--- config.mk ---
export PLATFORM = sky130hd
export DESIGN_NAME = exa_crosb_out_arbiter_flat
export DESIGN_NICKNAME = d
export VERILOG_FILES = /design/src/rtl/exa_crosb_pkg.sv /design/src/rtl/exa_crosb_out_arbiter_if.sv /design/src/rtl/exa_rr_pick.sv /design/src/rtl/exa_crosb_out_arbiter.sv /design/src/flat_wrapper.sv
export SDC_FILE = /design/constraint.sdc
export NUM_CORES = 1
export LEC_CHECK = 0
export BUFFER_PORTS_ARGS = -buffer_cell sky130_fd_sc_hd__buf_2
export CORE_MARGIN = 1
export CORE_UTILIZATION = 30
export CTS_CLUSTER_DIAMETER = 50
export DETAILED_ROUTE_END_ITERATION = 8
export PLACE_DENSITY = 0.52
export REMOVE_ABC_BUFFERS = 1
export SLEW_MARGIN = 40
export SYNTH_ARGS = -nofsm -noshare
export SYNTH_HDL_FRONTEND = slang
export SYNTH_SLANG_ARGS = --single-unit
export TNS_END_PERCENT = 20
--- constraint.sdc ---
create_clock -name clk -period 6.95 [get_ports clk]
set_clock_uncertainty 0.05 [all_clocks]
set_input_delay 1.0425 -clock clk [delete_from_list [all_inputs] [get_ports clk]]
set_output_delay 1.0425 -clock clk [all_outputs]
set_load 0.03 [all_outputs]
--- src/rtl/exa_crosb_pkg.sv ---
// Shared types and defaults for the crossbar output arbiter slice.
package exa_crosb_pkg;

  localparam int unsigned InputNumDefault = 16;

  typedef enum logic [0:0] {
    ARB_IDLE,
    ARB_LOCKED
  } arb_state_t;

endpackage

--- src/rtl/exa_crosb_out_arbiter_if.sv ---
// Request/grant bundle between the input buffers, the output arbiter and the crossbar mux.
interface exa_crosb_out_arbiter_if
  import exa_crosb_pkg::*;
#(
  parameter int unsigned input_num = InputNumDefault,
  parameter int unsigned sel_width = $clog2(input_num)
);

  logic [input_num-1:0] REQ_i;
  logic [input_num-1:0] PRIO_i;
  logic [input_num-1:0] LAST_i;
  logic                 READY_i;
  logic [sel_width-1:0] SEL_o;
  logic [input_num-1:0] GRANT_o;
  logic [input_num-1:0] POP_o;
  logic                 BUSY_o;

  modport master (
    input  REQ_i, PRIO_i, LAST_i, READY_i,
    output SEL_o, GRANT_o, POP_o, BUSY_o
  );

  modport slave (
    output REQ_i, PRIO_i, LAST_i, READY_i,
    input  SEL_o, GRANT_o, POP_o, BUSY_o
  );

endinterface

--- src/rtl/exa_rr_pick.sv ---
// Combinational round-robin picker: first set bit of req at or above ptr, wrapping at input_num.
module exa_rr_pick #(
  parameter int unsigned input_num = 16,
  parameter int unsigned sel_width = $clog2(input_num)
) (
  input  logic [input_num-1:0] req,
  input  logic [sel_width-1:0] ptr,
  output logic                 found,
  output logic [sel_width-1:0] idx
);

  logic [sel_width:0] pos;

  always_comb begin
    found = 1'b0;
    idx   = '0;
    pos   = '0;
    for (int unsigned i = 0; i < input_num; i++) begin
      pos = {1'b0, ptr} + (sel_width + 1)'(i);
      // Wrap manually so non-power-of-two port counts never produce an out-of-range index.
      if (pos >= (sel_width + 1)'(input_num)) begin
        pos = pos - (sel_width + 1)'(input_num);
      end
      if (!found && req[pos[sel_width-1:0]]) begin
        found = 1'b1;
        idx   = pos[sel_width-1:0];
      end
    end
  end

endmodule

--- src/rtl/exa_crosb_out_arbiter.sv ---
// Per-output crossbar arbiter: round-robin grant held for a whole packet.
// Define EXA_CROSB_ARB_PRIO_EN to enable the separate high-priority class and its pointer.
module exa_crosb_out_arbiter
  import exa_crosb_pkg::*;
#(
  parameter int unsigned input_num = InputNumDefault,
  parameter int unsigned sel_width = $clog2(input_num)
) (
  input logic                    clk,
  input logic                    resetn,
  exa_crosb_out_arbiter_if.master arb
);

  arb_state_t           state_q, state_d;
  logic [sel_width-1:0] sel_q, sel_d;
  logic [input_num-1:0] grant_q, grant_d;
  logic                 busy_q, busy_d;
  logic [sel_width-1:0] rr_lo_q, rr_lo_d;

  logic                 lo_found;
  logic [sel_width-1:0] lo_idx;
  logic                 win_hi;
  logic [sel_width-1:0] win_idx;
  logic                 xfer_last;
  logic [sel_width-1:0] ptr_next;

  exa_rr_pick #(
    .input_num (input_num),
    .sel_width (sel_width)
  ) u_pick_lo (
    .req   (arb.REQ_i),
    .ptr   (rr_lo_q),
    .found (lo_found),
    .idx   (lo_idx)
  );

`ifdef EXA_CROSB_ARB_PRIO_EN
  logic [sel_width-1:0] rr_hi_q, rr_hi_d;
  logic                 cls_q, cls_d;
  logic                 hi_found;
  logic [sel_width-1:0] hi_idx;

  exa_rr_pick #(
    .input_num (input_num),
    .sel_width (sel_width)
  ) u_pick_hi (
    .req   (arb.REQ_i & arb.PRIO_i),
    .ptr   (rr_hi_q),
    .found (hi_found),
    .idx   (hi_idx)
  );

  assign win_hi = hi_found;
`else
  logic unused_prio;
  assign unused_prio = ^arb.PRIO_i;
  assign win_hi      = 1'b0;
`endif

  assign win_idx   = win_hi ? hi_idx_or_lo() : lo_idx;
  assign xfer_last = (state_q == ARB_LOCKED) && arb.REQ_i[sel_q] && arb.READY_i &&
                     arb.LAST_i[sel_q];
  assign ptr_next  = (sel_q == sel_width'(input_num - 1)) ? '0 : sel_q + sel_width'(1);

  function automatic logic [sel_width-1:0] hi_idx_or_lo();
`ifdef EXA_CROSB_ARB_PRIO_EN
    return hi_idx;
`else
    return lo_idx;
`endif
  endfunction

  always_comb begin
    state_d = state_q;
    sel_d   = sel_q;
    grant_d = grant_q;
    busy_d  = busy_q;
    rr_lo_d = rr_lo_q;
`ifdef EXA_CROSB_ARB_PRIO_EN
    rr_hi_d = rr_hi_q;
    cls_d   = cls_q;
`endif
    unique case (state_q)
      ARB_IDLE: begin
        if (|arb.REQ_i) begin
          state_d = ARB_LOCKED;
          sel_d   = win_idx;
          grant_d = input_num'(1) << win_idx;
          busy_d  = 1'b1;
`ifdef EXA_CROSB_ARB_PRIO_EN
          cls_d   = win_hi;
`endif
        end
      end
      ARB_LOCKED: begin
        // Bubbles and backpressure simply hold the lock; only the last transfer releases it.
        if (xfer_last) begin
          state_d = ARB_IDLE;
          grant_d = '0;
          busy_d  = 1'b0;
`ifdef EXA_CROSB_ARB_PRIO_EN
          if (cls_q) rr_hi_d = ptr_next;
          else       rr_lo_d = ptr_next;
`else
          rr_lo_d = ptr_next;
`endif
        end
      end
      default: state_d = ARB_IDLE;
    endcase
  end

  always_ff @(posedge clk) begin
    if (!resetn) begin
      state_q <= ARB_IDLE;
      sel_q   <= '0;
      grant_q <= '0;
      busy_q  <= 1'b0;
      rr_lo_q <= '0;
`ifdef EXA_CROSB_ARB_PRIO_EN
      rr_hi_q <= '0;
      cls_q   <= 1'b0;
`endif
    end else begin
      state_q <= state_d;
      sel_q   <= sel_d;
      grant_q <= grant_d;
      busy_q  <= busy_d;
      rr_lo_q <= rr_lo_d;
`ifdef EXA_CROSB_ARB_PRIO_EN
      rr_hi_q <= rr_hi_d;
      cls_q   <= cls_d;
`endif
    end
  end

  assign arb.SEL_o   = sel_q;
  assign arb.GRANT_o = grant_q;
  assign arb.BUSY_o  = busy_q;
  assign arb.POP_o   = grant_q & arb.REQ_i & {input_num{arb.READY_i}};

endmodule

--- src/flat_wrapper.sv ---
// flat-port wrapper written by rule: the top's interface ports become plain ports
module exa_crosb_out_arbiter_flat import exa_crosb_pkg::*;
#(
  parameter int unsigned input_num = InputNumDefault,
  parameter int unsigned sel_width = $clog2(input_num)
)
  (clk, resetn, arb_REQ_i, arb_PRIO_i, arb_LAST_i, arb_READY_i, arb_SEL_o, arb_GRANT_o, arb_POP_o, arb_BUSY_o);
  exa_crosb_out_arbiter_if #(.input_num(input_num), .sel_width(sel_width)) arb_i ();
  input logic clk;
  input logic resetn;
  input wire logic [$bits(arb_i.REQ_i)-1:0] arb_REQ_i;
  input wire logic [$bits(arb_i.PRIO_i)-1:0] arb_PRIO_i;
  input wire logic [$bits(arb_i.LAST_i)-1:0] arb_LAST_i;
  input wire logic [$bits(arb_i.READY_i)-1:0] arb_READY_i;
  output wire logic [$bits(arb_i.SEL_o)-1:0] arb_SEL_o;
  output wire logic [$bits(arb_i.GRANT_o)-1:0] arb_GRANT_o;
  output wire logic [$bits(arb_i.POP_o)-1:0] arb_POP_o;
  output wire logic [$bits(arb_i.BUSY_o)-1:0] arb_BUSY_o;
  assign arb_i.REQ_i = arb_REQ_i;
  assign arb_i.PRIO_i = arb_PRIO_i;
  assign arb_i.LAST_i = arb_LAST_i;
  assign arb_i.READY_i = arb_READY_i;
  assign arb_SEL_o = arb_i.SEL_o;
  assign arb_GRANT_o = arb_i.GRANT_o;
  assign arb_POP_o = arb_i.POP_o;
  assign arb_BUSY_o = arb_i.BUSY_o;
  exa_crosb_out_arbiter #(.input_num(input_num), .sel_width(sel_width)) u_core (.clk(clk), .resetn(resetn), .arb(arb_i));
endmodule
==> run_results.csv <==
group,metric,value,unit
outcome,status,"completed",
detailed_routing,drt_wl_total,14500,microns
die,die_y,119,microns
clock_network,post-cts-setup-buffers,0,
timing,hold_viol_final,0,
worst_setup_path,worstPathArrival,5.34,ns
clock_network,cts_hold_buf,0,
clock_network,cts_buffers,3,
worst_hold_path,min_path_cells,2,
timing,min_period,5.20,ns
clock_network,cts_sinks,26,
timing,rsz0062_at_grt,"false",
finish,multi_input_area,0.00331,sq mm
finish,regArea,522,sq um
worst_setup_path,cp.required,7.10,ns
finish,synthToLayoutAreaGrowth,13.2,%
timing,timing.hold.ws,0.409,ns
placement,portBuffers,71,
worst_setup_path,slowest_stage,"ha_1",
worst_setup_path,max_stage_delay,0.74,ns
power,net-switching-power,399,uW
finish,drive_gt1_frac,0.303,
global_route,grt_max_degree,40,
timing,fin_setup_tns,0,ns
clock_network,clock_latency,0.26,ns
worst_setup_path,cp.depth,14,
finish,nFillCells,1419,
detailed_routing,firstDrtPassIters,6,
power,pwr-share-comb,0.603,
power,p_clk_frac,0.193,
die,dieArea,0.0140,sq mm
logic_synthesis,yosys-top-cells-area,"mux4_2, dfxtp_1, mux2i_1",
worst_setup_path,cp-start-kind,"flop",
global_route,antenna_found_initial,0,
die,coreArea,0.0132,sq mm
timing,tightest_slew,0.768,ns
global_route,grt_remaining_overflow,0,
logic_synthesis,synth.most_common_cell,"nand2_1",
worst_setup_path,crit_family,"multiplexers",
flow_run,cap_violations,0,
global_route,grt_first_pass_wirelength,22400,microns
clock_network,cts_buffer_depth,2,
placement,hpwl,10800,microns
finish,diodes,0,
global_route,track_usage,0.202,
logic_synthesis,post_synth_num_cell_types,76,
clock_network,h-tree-depth,1,
power,p_sw_frac,0.456,
die,ioPinCount,88,
logic_synthesis,ys_top_cells_by_count,"nand2_1, mux2i_1, mux4_2, o21ai_0, dfxtp_1",
detailed_routing,drt_iter0_drc,232,
die,initial_core_util,0.308,
detailed_routing,via_per_inst,6.04,
logic_synthesis,synth_ff_type,"dfxtp_1",
timing,slew_headroom,0.478,
power,power_density,189,mW/mm^2
logic_synthesis,ys_ff_latch,26,
clock_network,ctsResizeCount,0,
worst_setup_path,cp-end-kind,"flop",
logic_synthesis,yosys.area.top_type_share,0.155,
logic_synthesis,ys_warn_count,0,
worst_setup_path,r2r_cells,14,
placement,routabilityCongestion,0.932,
clock_network,cts_root_buffer,"clkbuf_16",
clock_network,clkTransAtPathRegs,0.07,ns
global_route,first_global_vias,4005,
detailed_routing,wl_per_cell,20.8,microns
detailed_routing,drc,0,
worst_hold_path,hold_path.class,"reg2reg",
timing,fin_crit_sh,0.748,
logic_synthesis,yosysSeqAreaShare,0.128,
detailed_routing,postRouteAntennaNets,0,
finish,nets,581,
logic_synthesis,yosysTopAreaCell,"mux4_2",
power,p_int,475,uW
die,fp.dieW,119,microns
worst_setup_path,path_max_fanout,18,
logic_synthesis,synth_enable_flop_cells,0,
worst_setup_path,path_buf_inv,3,
logic_synthesis,syn_inst,479,
timing,fmax,0.192,GHz
die,rows,42,
detailed_routing,vias,4213,
logic_synthesis,ys_async_sr_fraction,0,
logic_synthesis,synth_area,0.00407,sq mm
worst_setup_path,cp_cell_sequence,"buf_4 -> inv_2 -> ha_1 -> buf_4 -> mux2_2 -> mux4_2 -> mux2_2 -> nor2_1 -> nand4_1 -> nor4b_1 -> a31oi_1 -> o21ai_1 -> o21bai_1 -> o21ai_1",
power,pwr-share-seq,0.203,
power,p_leak,0.00180,uW
timing,final-max-slew-violation-count,0,
timing,setup_violations,0,
worst_setup_path,crit_type,"reg2reg",
logic_synthesis,avgSynthCellArea,8.51,sq um
clock_network,cts_tree,"done",
power,vdd_ir_drop_max,0.112,mV
==> sequential cells by signal, indices dropped and copies added (netlist names) <==
name	flops
u_core.arb.GRANT_o	16
u_core.arb.SEL_o	4
u_core.rr_lo_q	4
u_core.arb.BUSY_o	1
u_core.state_q	1
==> kinds of logic after synthesis <==
logic type,synth area share
fa+ha+maj,0.0246
simple gates,0.206
xor+xnor,0.0338
flops,0.128
buf+inv,0.0596
mux,0.326
compound gates,0.222
==> worst register-to-register path: stages (launching register included) <==
cell,delay [ns]
dfxtp_1,0.31
buf_4,0.27
inv_2,0.21
ha_1,0.74
buf_4,0.35
mux2_2,0.37
mux4_2,0.53
mux2_2,0.33
nor2_1,0.30
nand4_1,0.20
nor4b_1,0.41
a31oi_1,0.07
o21ai_1,0.52
o21bai_1,0.26
o21ai_1,0.19
==> power by group through the flow <==
| stage | registers, uW | logic (uW) | clock network (uW) |
|---|---|---|---|
| 2_1_floorplan | 207 | 342 | 0 |
| 6_report | 178 | 527 | 169 |
| 3_3_place_gp | 181 | 512 | 0 |
| 3_5_place_dp | 181 | 519 | 0 |
| 5_1_grt | 180 | 564 | 176 |
| 4_1_cts | 178 | 521 | 171 |
==> layout by cell type (no fill, tap or decap), drive strengths merged, types with 22 or more instances in the layout <==
master  count
buf        77
nor2       25
mux4       28
mux2       26
nand3      23
a21oi      23
mux2i      37
dfxtp      26
nand2      45
and3       22
o21ai      38
==> worst paths after layout <==
path / startpoint / to / slack, ns
worst max register to register: u_core.rr_lo_q[1] / u_core.arb.GRANT_o[13] / 1.75
worst max-delay path: u_core.rr_lo_q[1] / u_core.arb.GRANT_o[13] / 1.75
worst min-delay path: u_core.arb.GRANT_o[4] / u_core.arb.GRANT_o[4] / 0.41
worst min register to register: u_core.arb.GRANT_o[4] / u_core.arb.GRANT_o[4] / 0.41
==> stage by stage <==
step | setup WS, ns | util | cells | total power [uW] | area, sq um
2_1_floorplan | 1.47 | - | 440 | 549 | 3880
3_3_place_gp | 1.93 | 0.340 | 693 | 692 | 4500
3_5_place_dp | 1.79 | 0.340 | 693 | 700 | 4510
4_1_cts | 1.77 | 0.348 | 697 | 870 | 4610
5_1_grt | 1.47 | 0.348 | 697 | 920 | 4610
6_report | 1.75 | 0.348 | 697 | 874 | 4610
==> final cells by class <==
class,count,share of cell area
multi-input cells,401,0.719
flip-flops and latches,26,0.113
inverters,13,0.0106
clock buffers,3,0.0163
repair buffers,77,0.0868
clock inverters,1,0.00651
well taps,176,0.0478
==> metal layers <==
metal | wire length, microns | GRT usage | vias to the layer above
met2 | 6980 | 0.355 | 192
met5 | 0 | 0 | -
met1 | 6270 | 0.268 | 2054
met4 | 328 | 0.0546 | 0
met3 | 898 | 0.00869 | 27
li1 | - | - | 1940
No activity file was read; power rests on OpenSTA's default activity.
